==> src/rtl/rr_mux_arbiter_if.sv <==
// ============================================================================
// rr_mux_arbiter_if : requester/downstream bundle of the round-robin mux.
// Rev 1.0
// ============================================================================
`default_nettype none

interface rr_mux_arbiter_if #(
  parameter int WIDTH = 32,
  parameter int CNT   = 5,
  parameter int SRC_W = 3
);
  logic [CNT-1:0]       in_vld;
  logic [CNT-1:0]       in_last;
  logic [WIDTH*CNT-1:0] in_data;
  logic [CNT-1:0]       in_rdy;
  logic [CNT-1:0]       grant;
  logic                 out_vld;
  logic                 out_last;
  logic [WIDTH-1:0]     out_data;
  logic [SRC_W-1:0]     out_src;
  logic                 out_rdy;

  // Arbiter side
  modport slave (
    input  in_vld, in_last, in_data, out_rdy,
    output in_rdy, grant, out_vld, out_last, out_data, out_src
  );

  // Requester / downstream side
  modport master (
    output in_vld, in_last, in_data, out_rdy,
    input  in_rdy, grant, out_vld, out_last, out_data, out_src
  );
endinterface

`default_nettype wire

==> src/rtl/rr_mux_arbiter.sv <==
// ============================================================================
// rr_mux_arbiter : packet-granular round-robin N:1 mux with a registered output beat.
// Rev 1.0
// ============================================================================
`default_nettype none

module rr_mux_arbiter #(
  parameter int WIDTH = 32,
  parameter int CNT   = 5,
  parameter int SRC_W = 3
) (
  input  wire logic          clk,
  input  wire logic          rst_n,
  rr_mux_arbiter_if.slave    bus
);

  typedef enum logic [0:0] {
    IDLE = 1'b0,
    BUSY = 1'b1
  } state_t;

  state_t               state_q;
  logic [SRC_W-1:0]     ptr_q;
  logic [CNT-1:0]       grant_q;
  logic                 out_vld_q;
  logic                 out_last_q;
  logic [WIDTH-1:0]     out_data_q;
  logic [SRC_W-1:0]     out_src_q;

  logic [CNT-1:0]       grant_d;
  logic [SRC_W-1:0]     ptr_d;
  logic [CNT-1:0]       in_rdy_w;
  logic                 accept_w;
  logic [WIDTH-1:0]     mux_data_w;
  logic                 mux_last_w;
  logic [SRC_W-1:0]     mux_src_w;

  // Round-robin winner search, starting at ptr_q and wrapping modulo CNT.
  always_comb begin
    int  idx;
    logic found;
    grant_d = '0;
    found   = 1'b0;
    idx     = 0;
    for (int k = 0; k < CNT; k++) begin
      idx = (int'(ptr_q) + k) % CNT;
      if (!found && bus.in_vld[idx]) begin
        grant_d[idx] = 1'b1;
        found        = 1'b1;
      end
    end
  end

  // The output register can take a new beat when empty or draining this cycle.
  assign in_rdy_w = grant_q & {CNT{~out_vld_q | bus.out_rdy}};
  assign accept_w = |(bus.in_vld & in_rdy_w);

  always_comb begin
    mux_data_w = '0;
    mux_last_w = 1'b0;
    mux_src_w  = '0;
    for (int i = 0; i < CNT; i++) begin
      mux_data_w = mux_data_w | (bus.in_data[i*WIDTH +: WIDTH] & {WIDTH{grant_q[i]}});
      mux_last_w = mux_last_w | (bus.in_last[i] & grant_q[i]);
      if (grant_q[i]) begin
        mux_src_w = mux_src_w | SRC_W'(i);
      end
    end
  end

  assign ptr_d = (mux_src_w == SRC_W'(CNT - 1)) ? '0 : mux_src_w + 1'b1;

  always_ff @(posedge clk or negedge rst_n) begin
    if (!rst_n) begin
      state_q    <= IDLE;
      ptr_q      <= '0;
      grant_q    <= '0;
      out_vld_q  <= 1'b0;
      out_last_q <= 1'b0;
      out_data_q <= '0;
      out_src_q  <= '0;
    end else begin
      case (state_q)
        IDLE: begin
          if (|bus.in_vld) begin
            grant_q <= grant_d;
            state_q <= BUSY;
          end
        end
        BUSY: begin
          // Grant survives bubbles; only an accepted last beat ends the packet.
          if (accept_w && mux_last_w) begin
            grant_q <= '0;
            ptr_q   <= ptr_d;
            state_q <= IDLE;
          end
        end
        default: begin
          grant_q <= '0;
          state_q <= IDLE;
        end
      endcase

      if (accept_w) begin
        out_vld_q  <= 1'b1;
        out_last_q <= mux_last_w;
        out_data_q <= mux_data_w;
        out_src_q  <= mux_src_w;
      end else if (bus.out_rdy) begin
        out_vld_q  <= 1'b0;
      end
    end
  end

  assign bus.in_rdy   = in_rdy_w;
  assign bus.grant    = grant_q;
  assign bus.out_vld  = out_vld_q;
  assign bus.out_last = out_last_q;
  assign bus.out_data = out_data_q;
  assign bus.out_src  = out_src_q;

endmodule

`default_nettype wire

==> src/flat_wrapper.sv <==
// flat-port wrapper written by rule: the top's interface ports become plain ports
module rr_mux_arbiter_flat 
#(
  parameter int WIDTH = 32,
  parameter int CNT   = 5,
  parameter int SRC_W = 3
)
  (clk, rst_n, bus_in_vld, bus_in_last, bus_in_data, bus_out_rdy, bus_in_rdy, bus_grant, bus_out_vld, bus_out_last, bus_out_data, bus_out_src);
  rr_mux_arbiter_if #(.WIDTH(WIDTH), .CNT(CNT), .SRC_W(SRC_W)) bus_i ();
  input  wire logic clk;
  input  wire logic rst_n;
  input wire logic [$bits(bus_i.in_vld)-1:0] bus_in_vld;
  input wire logic [$bits(bus_i.in_last)-1:0] bus_in_last;
  input wire logic [$bits(bus_i.in_data)-1:0] bus_in_data;
  input wire logic [$bits(bus_i.out_rdy)-1:0] bus_out_rdy;
  output wire logic [$bits(bus_i.in_rdy)-1:0] bus_in_rdy;
  output wire logic [$bits(bus_i.grant)-1:0] bus_grant;
  output wire logic [$bits(bus_i.out_vld)-1:0] bus_out_vld;
  output wire logic [$bits(bus_i.out_last)-1:0] bus_out_last;
  output wire logic [$bits(bus_i.out_data)-1:0] bus_out_data;
  output wire logic [$bits(bus_i.out_src)-1:0] bus_out_src;
  assign bus_i.in_vld = bus_in_vld;
  assign bus_i.in_last = bus_in_last;
  assign bus_i.in_data = bus_in_data;
  assign bus_i.out_rdy = bus_out_rdy;
  assign bus_in_rdy = bus_i.in_rdy;
  assign bus_grant = bus_i.grant;
  assign bus_out_vld = bus_i.out_vld;
  assign bus_out_last = bus_i.out_last;
  assign bus_out_data = bus_i.out_data;
  assign bus_out_src = bus_i.out_src;
  rr_mux_arbiter #(.WIDTH(WIDTH), .CNT(CNT), .SRC_W(SRC_W)) u_core (.clk(clk), .rst_n(rst_n), .bus(bus_i));
endmodule
==> config.mk <==
export PLATFORM = sky130hd
export DESIGN_NAME = rr_mux_arbiter_flat
export DESIGN_NICKNAME = d
export VERILOG_FILES = /design/src/rtl/rr_mux_arbiter_if.sv /design/src/rtl/rr_mux_arbiter.sv /design/src/flat_wrapper.sv
export SDC_FILE = /design/constraint.sdc
export NUM_CORES = 1
export LEC_CHECK = 0
export ABC_CLOCK_PERIOD_IN_PS = 6900
export CAP_MARGIN = 20
export CORE_AREA = 8 8 117 119
export DETAILED_ROUTE_END_ITERATION = 16
export DIE_AREA = 0 0 125 127
export PLACE_DENSITY = 0.79
export SYNTH_ARGS = -nofsm -noshare
export SYNTH_HDL_FRONTEND = slang
export SYNTH_SLANG_ARGS = --single-unit
==> constraint.sdc <==
create_clock -name clk -period 6.9 [get_ports clk]
set_input_delay 1.725 -clock clk [delete_from_list [all_inputs] [get_ports clk]]
set_output_delay 1.725 -clock clk [all_outputs]
set_load 0.01 [all_outputs]
==> impl_metrics.csv <==
group,metric,value,unit
finish,area_growth,47.05,%
setup_path,crit_path_max_fanout,21,
power,clockPowerShare,0.069,
global_route,grt_antenna_before_repair,0,
global_route,grt_pass1_vias,5774,
yosys,synth_edf_count,0,
routing,drc,0,
finish,drive_gt1_frac,0.06880,
global_route,grt_pass1_wl,34550,um
routing,routed_wl,22770,um
yosys,async_reset_ff_frac,1.000,
routing,wire_per_inst,23.69,um
yosys,yosys.area.top_type,"dfrtp_1",
yosys,syn_nets,839,
power,power_frac_seq,0.126,
setup_path,worstPathRequired,7100,ps
worst_hold_path,hold_class,"reg -> reg",
yosys,synth_top_area_frac,0.2253,
placed_design,gp_congestion,0.8907,
finish,antennaDiodeCount,0,
clock_network,cts.sinks,46,
setup_path,timing.rr.end,"u_core.bus.grant[0]",
yosys,yosysWarnings,0,
clock_network,htree_levels,2,
routing,drtIter0Drc,951,
timing,slew_violations,0,
worst_hold_path,min_path_cells,1,
routing,first_pass_iters,7,
power,p_leak,2.892,nW
setup_path,critical_path_class,"reg -> reg",
timing,fin_crit_sh,0.8086,
setup_path,crit_chain,"buf_4 -> inv_1 -> ha_1 -> inv_1 -> ha_1 -> inv_1 -> ha_1 -> nor3_2 -> o21ai_0 -> and2_4 -> inv_1 -> ha_1 -> inv_1 -> a2111oi_1 -> a31oi_4 -> a41oi_1 -> a32oi_2 -> a2111oi_4 -> nand4b_1 -> a41oi_1",
yosys,synth.avg_cell_area,8.045,um^2
clock_network,cts_hold_buf,0,
floorplan,die-area,15880,um^2
timing,setup_viol,0,
clock_network,clk_pin_slew,70,ps
floorplan,coreArea,11810,um^2
power,ir_drop,302.2,uV
yosys,yosysUniqueCellTypes,87,
yosys,ys_ff_latch,46,
clock_network,post_cts.resized_instances,0,
floorplan,rows,40,
yosys,yosys_most_used_dff,"dfrtp_1",
timing,worst_pin_slew,806.7,ps
timing,period_needed,5579,ps
finish,finalNetCount,1017,
timing,fin_setup_tns,0,ps
global_route,grt_max_degree,74,
setup_path,reg2reg_slack,1320,ps
global_route,grt_use_total,0.2697,
timing,relSlewSlack,0.4622,
placed_design,dp_hpwl,17620,um
floorplan,start_util,0.4325,
setup_path,critPathLaunchType,"flop",
yosys,syn_area,5109,um^2
power,intPower,1.896,mW
timing,hold_viol,0,
timing,max_freq,179.2,MHz
timing,finalClockSkew,12.06,ps
power,switching_share,0.5336,
clock_network,cts_buffers,5,
setup_path,crit_arrival,5780,ps
clock_network,cts.path.max_buffers,2,
routing,routed_via_density,6.478,
setup_path,end_kind,"flop",
routing,final_antenna_net_count,0,
clock_network,cts_tree,"done",
timing,layout_setup_ws,1321,ps
placed_design,port_buffers,219,
yosys,synth_area_leaders,"dfrtp_1 (23%), ha_1 (7.6%), a222oi_1 (6.5%)",
global_route,overflow,0,
yosys,ys_seq_area_frac,0.2253,
power,switchingPower,2.169,mW
yosys,netlist_instances,635,
clock_network,post_cts_buffers,0,
job,cap_violations,0,
outcome,status,"finished, final reports clean",
floorplan,ios,220,
setup_path,cp_common_cell,"inv_1",
power,pwr-share-comb,0.805,
setup_path,crit_slowest_cell,"a2111oi_1",
setup_path,cpPeakStageDelay,520,ps
placed_design,dp_slack,1447,ps
setup_path,reg2reg_depth,20,
worst_hold_path,worstHoldStart,"u_core.bus.out_src[2]",
power,p_per_area,541.1,nW/um^2
routing,vias,6225,
power,power,4.065,mW
clock_network,clock_latency,290,ps
worst_hold_path,holdPathEnd,"u_core.bus.out_src[2]",
timing,rsz0062_at_grt,"no",
clock_network,cts_root_buffer,"clkbuf_16",
floorplan,die_w,125,um
setup_path,r2r-start,"u_core.ptr_q[1]",
floorplan,die_h,127,um
## area by class of cell
cell class,instances,area [um^2]
fill,1030,4299
multi-input combinational,501,3593
timing repair buffer,231,2310
sequential,46,1151
tap,147,183.9
clock buffer,5,125.1
inverter,28,105.1
clock inverter,3,43.79
## power by group through the flow
stage | registers (mW) | clock network [mW] | logic (mW)
final | 0.514 | 0.280 | 3.27
after floorplan | 0.529 | 0 | 2.23
after detailed placement | 0.515 | 0 | 3.19
after global placement | 0.512 | 0 | 3.13
after global routing | 0.527 | 0.296 | 3.55
after CTS | 0.510 | 0.283 | 3.20
## flip-flops by register name, summed over array words and instances, names as in the netlist
signal / cells
u_core.ptr_q: 3
u_core.bus.out_last: 1
u_core.state_q: 1
u_core.bus.grant: 5
u_core.bus.out_src: 3
u_core.bus.out_data: 32
u_core.bus.out_vld: 1
## how the worst max path moves through the flow
stage	slack [ps]	depth (start not counted)	endpoint	startpoint
2_1_floorplan	1390	25	u_core.bus.grant[0]	u_core.ptr_q[0]
3_3_place_gp	1730	20	u_core.bus.grant[0]	u_core.ptr_q[1]
3_5_place_dp	1450	20	u_core.bus.grant[0]	u_core.ptr_q[1]
4_1_cts	1410	20	u_core.bus.grant[0]	u_core.ptr_q[1]
5_1_grt	860	20	u_core.bus.grant[0]	u_core.ptr_q[1]
6_report	1320	20	u_core.bus.grant[0]	u_core.ptr_q[1]
## layout by cell type, fill, tap and decap left out, drive strengths merged, types with 6 or more instances in the layout
master         instances
a21o                   6
a21oi                 29
a222oi                33
a22oi                 35
a31oi                 41
and2                  11
buf                   13
clkdlybuf4s50        218
dfrtp                 46
ha                    31
inv                   28
mux2i                  9
nand2                 34
nand2b                 9
nand3                 22
nand4                  8
nor2                  65
nor3                  17
o211ai                 8
o21ai                 25
o22ai                  6
o31ai                  8
## worst max-delay path, delay by kind of cell, from the launching register on
kind	cells	cell delay, ps
and+or+nand+nor	3	750
DFF	1	360
AOI/OAI and AO/OA	7	2000
buffers and inverters	6	960
adders and majority gates	4	1400
## per-stage QoR
stage,utilization,hold slack [ps],instance area [um^2],instances
2_1_floorplan,-,497.7,5109,635
3_3_place_gp,0.6177,491.0,7296,951
3_5_place_dp,0.6177,502.9,7296,951
4_1_cts,0.6320,518.3,7465,959
5_1_grt,0.6360,555.6,7512,961
6_report,0.6360,519.5,7512,961
## per-layer routing
metal  part of all wire  track usage
met1               0.39       0.3352
met3              0.097      0.04992
met4              0.034      0.09097
met5                  0            0
met2               0.48       0.4615
## cell usage after synthesis, types with 16 or more instances
cell type,number
nand2_1,34
a222oi_1,33
nor3_1,16
dfrtp_1,46
ha_1,31
clkbuf_1,43
nor2_1,64
nand3_1,22
a22oi_1,35
a21oi_1,27
a31oi_1,39
inv_1,25
o21ai_0,24
## cells by family (layout without fill, tap and decap cells)
group	Yosys count	after routing	share of synthesized area
compound gates	252	252	0.3848
fa+ha+maj	31	31	0.07592
simple gates	197	197	0.1942
buf+inv	88	267	0.07152
mux	16	16	0.03821
flops	46	46	0.2253
xor+xnor	5	5	0.01004
(Power assumes the default switching activity.)
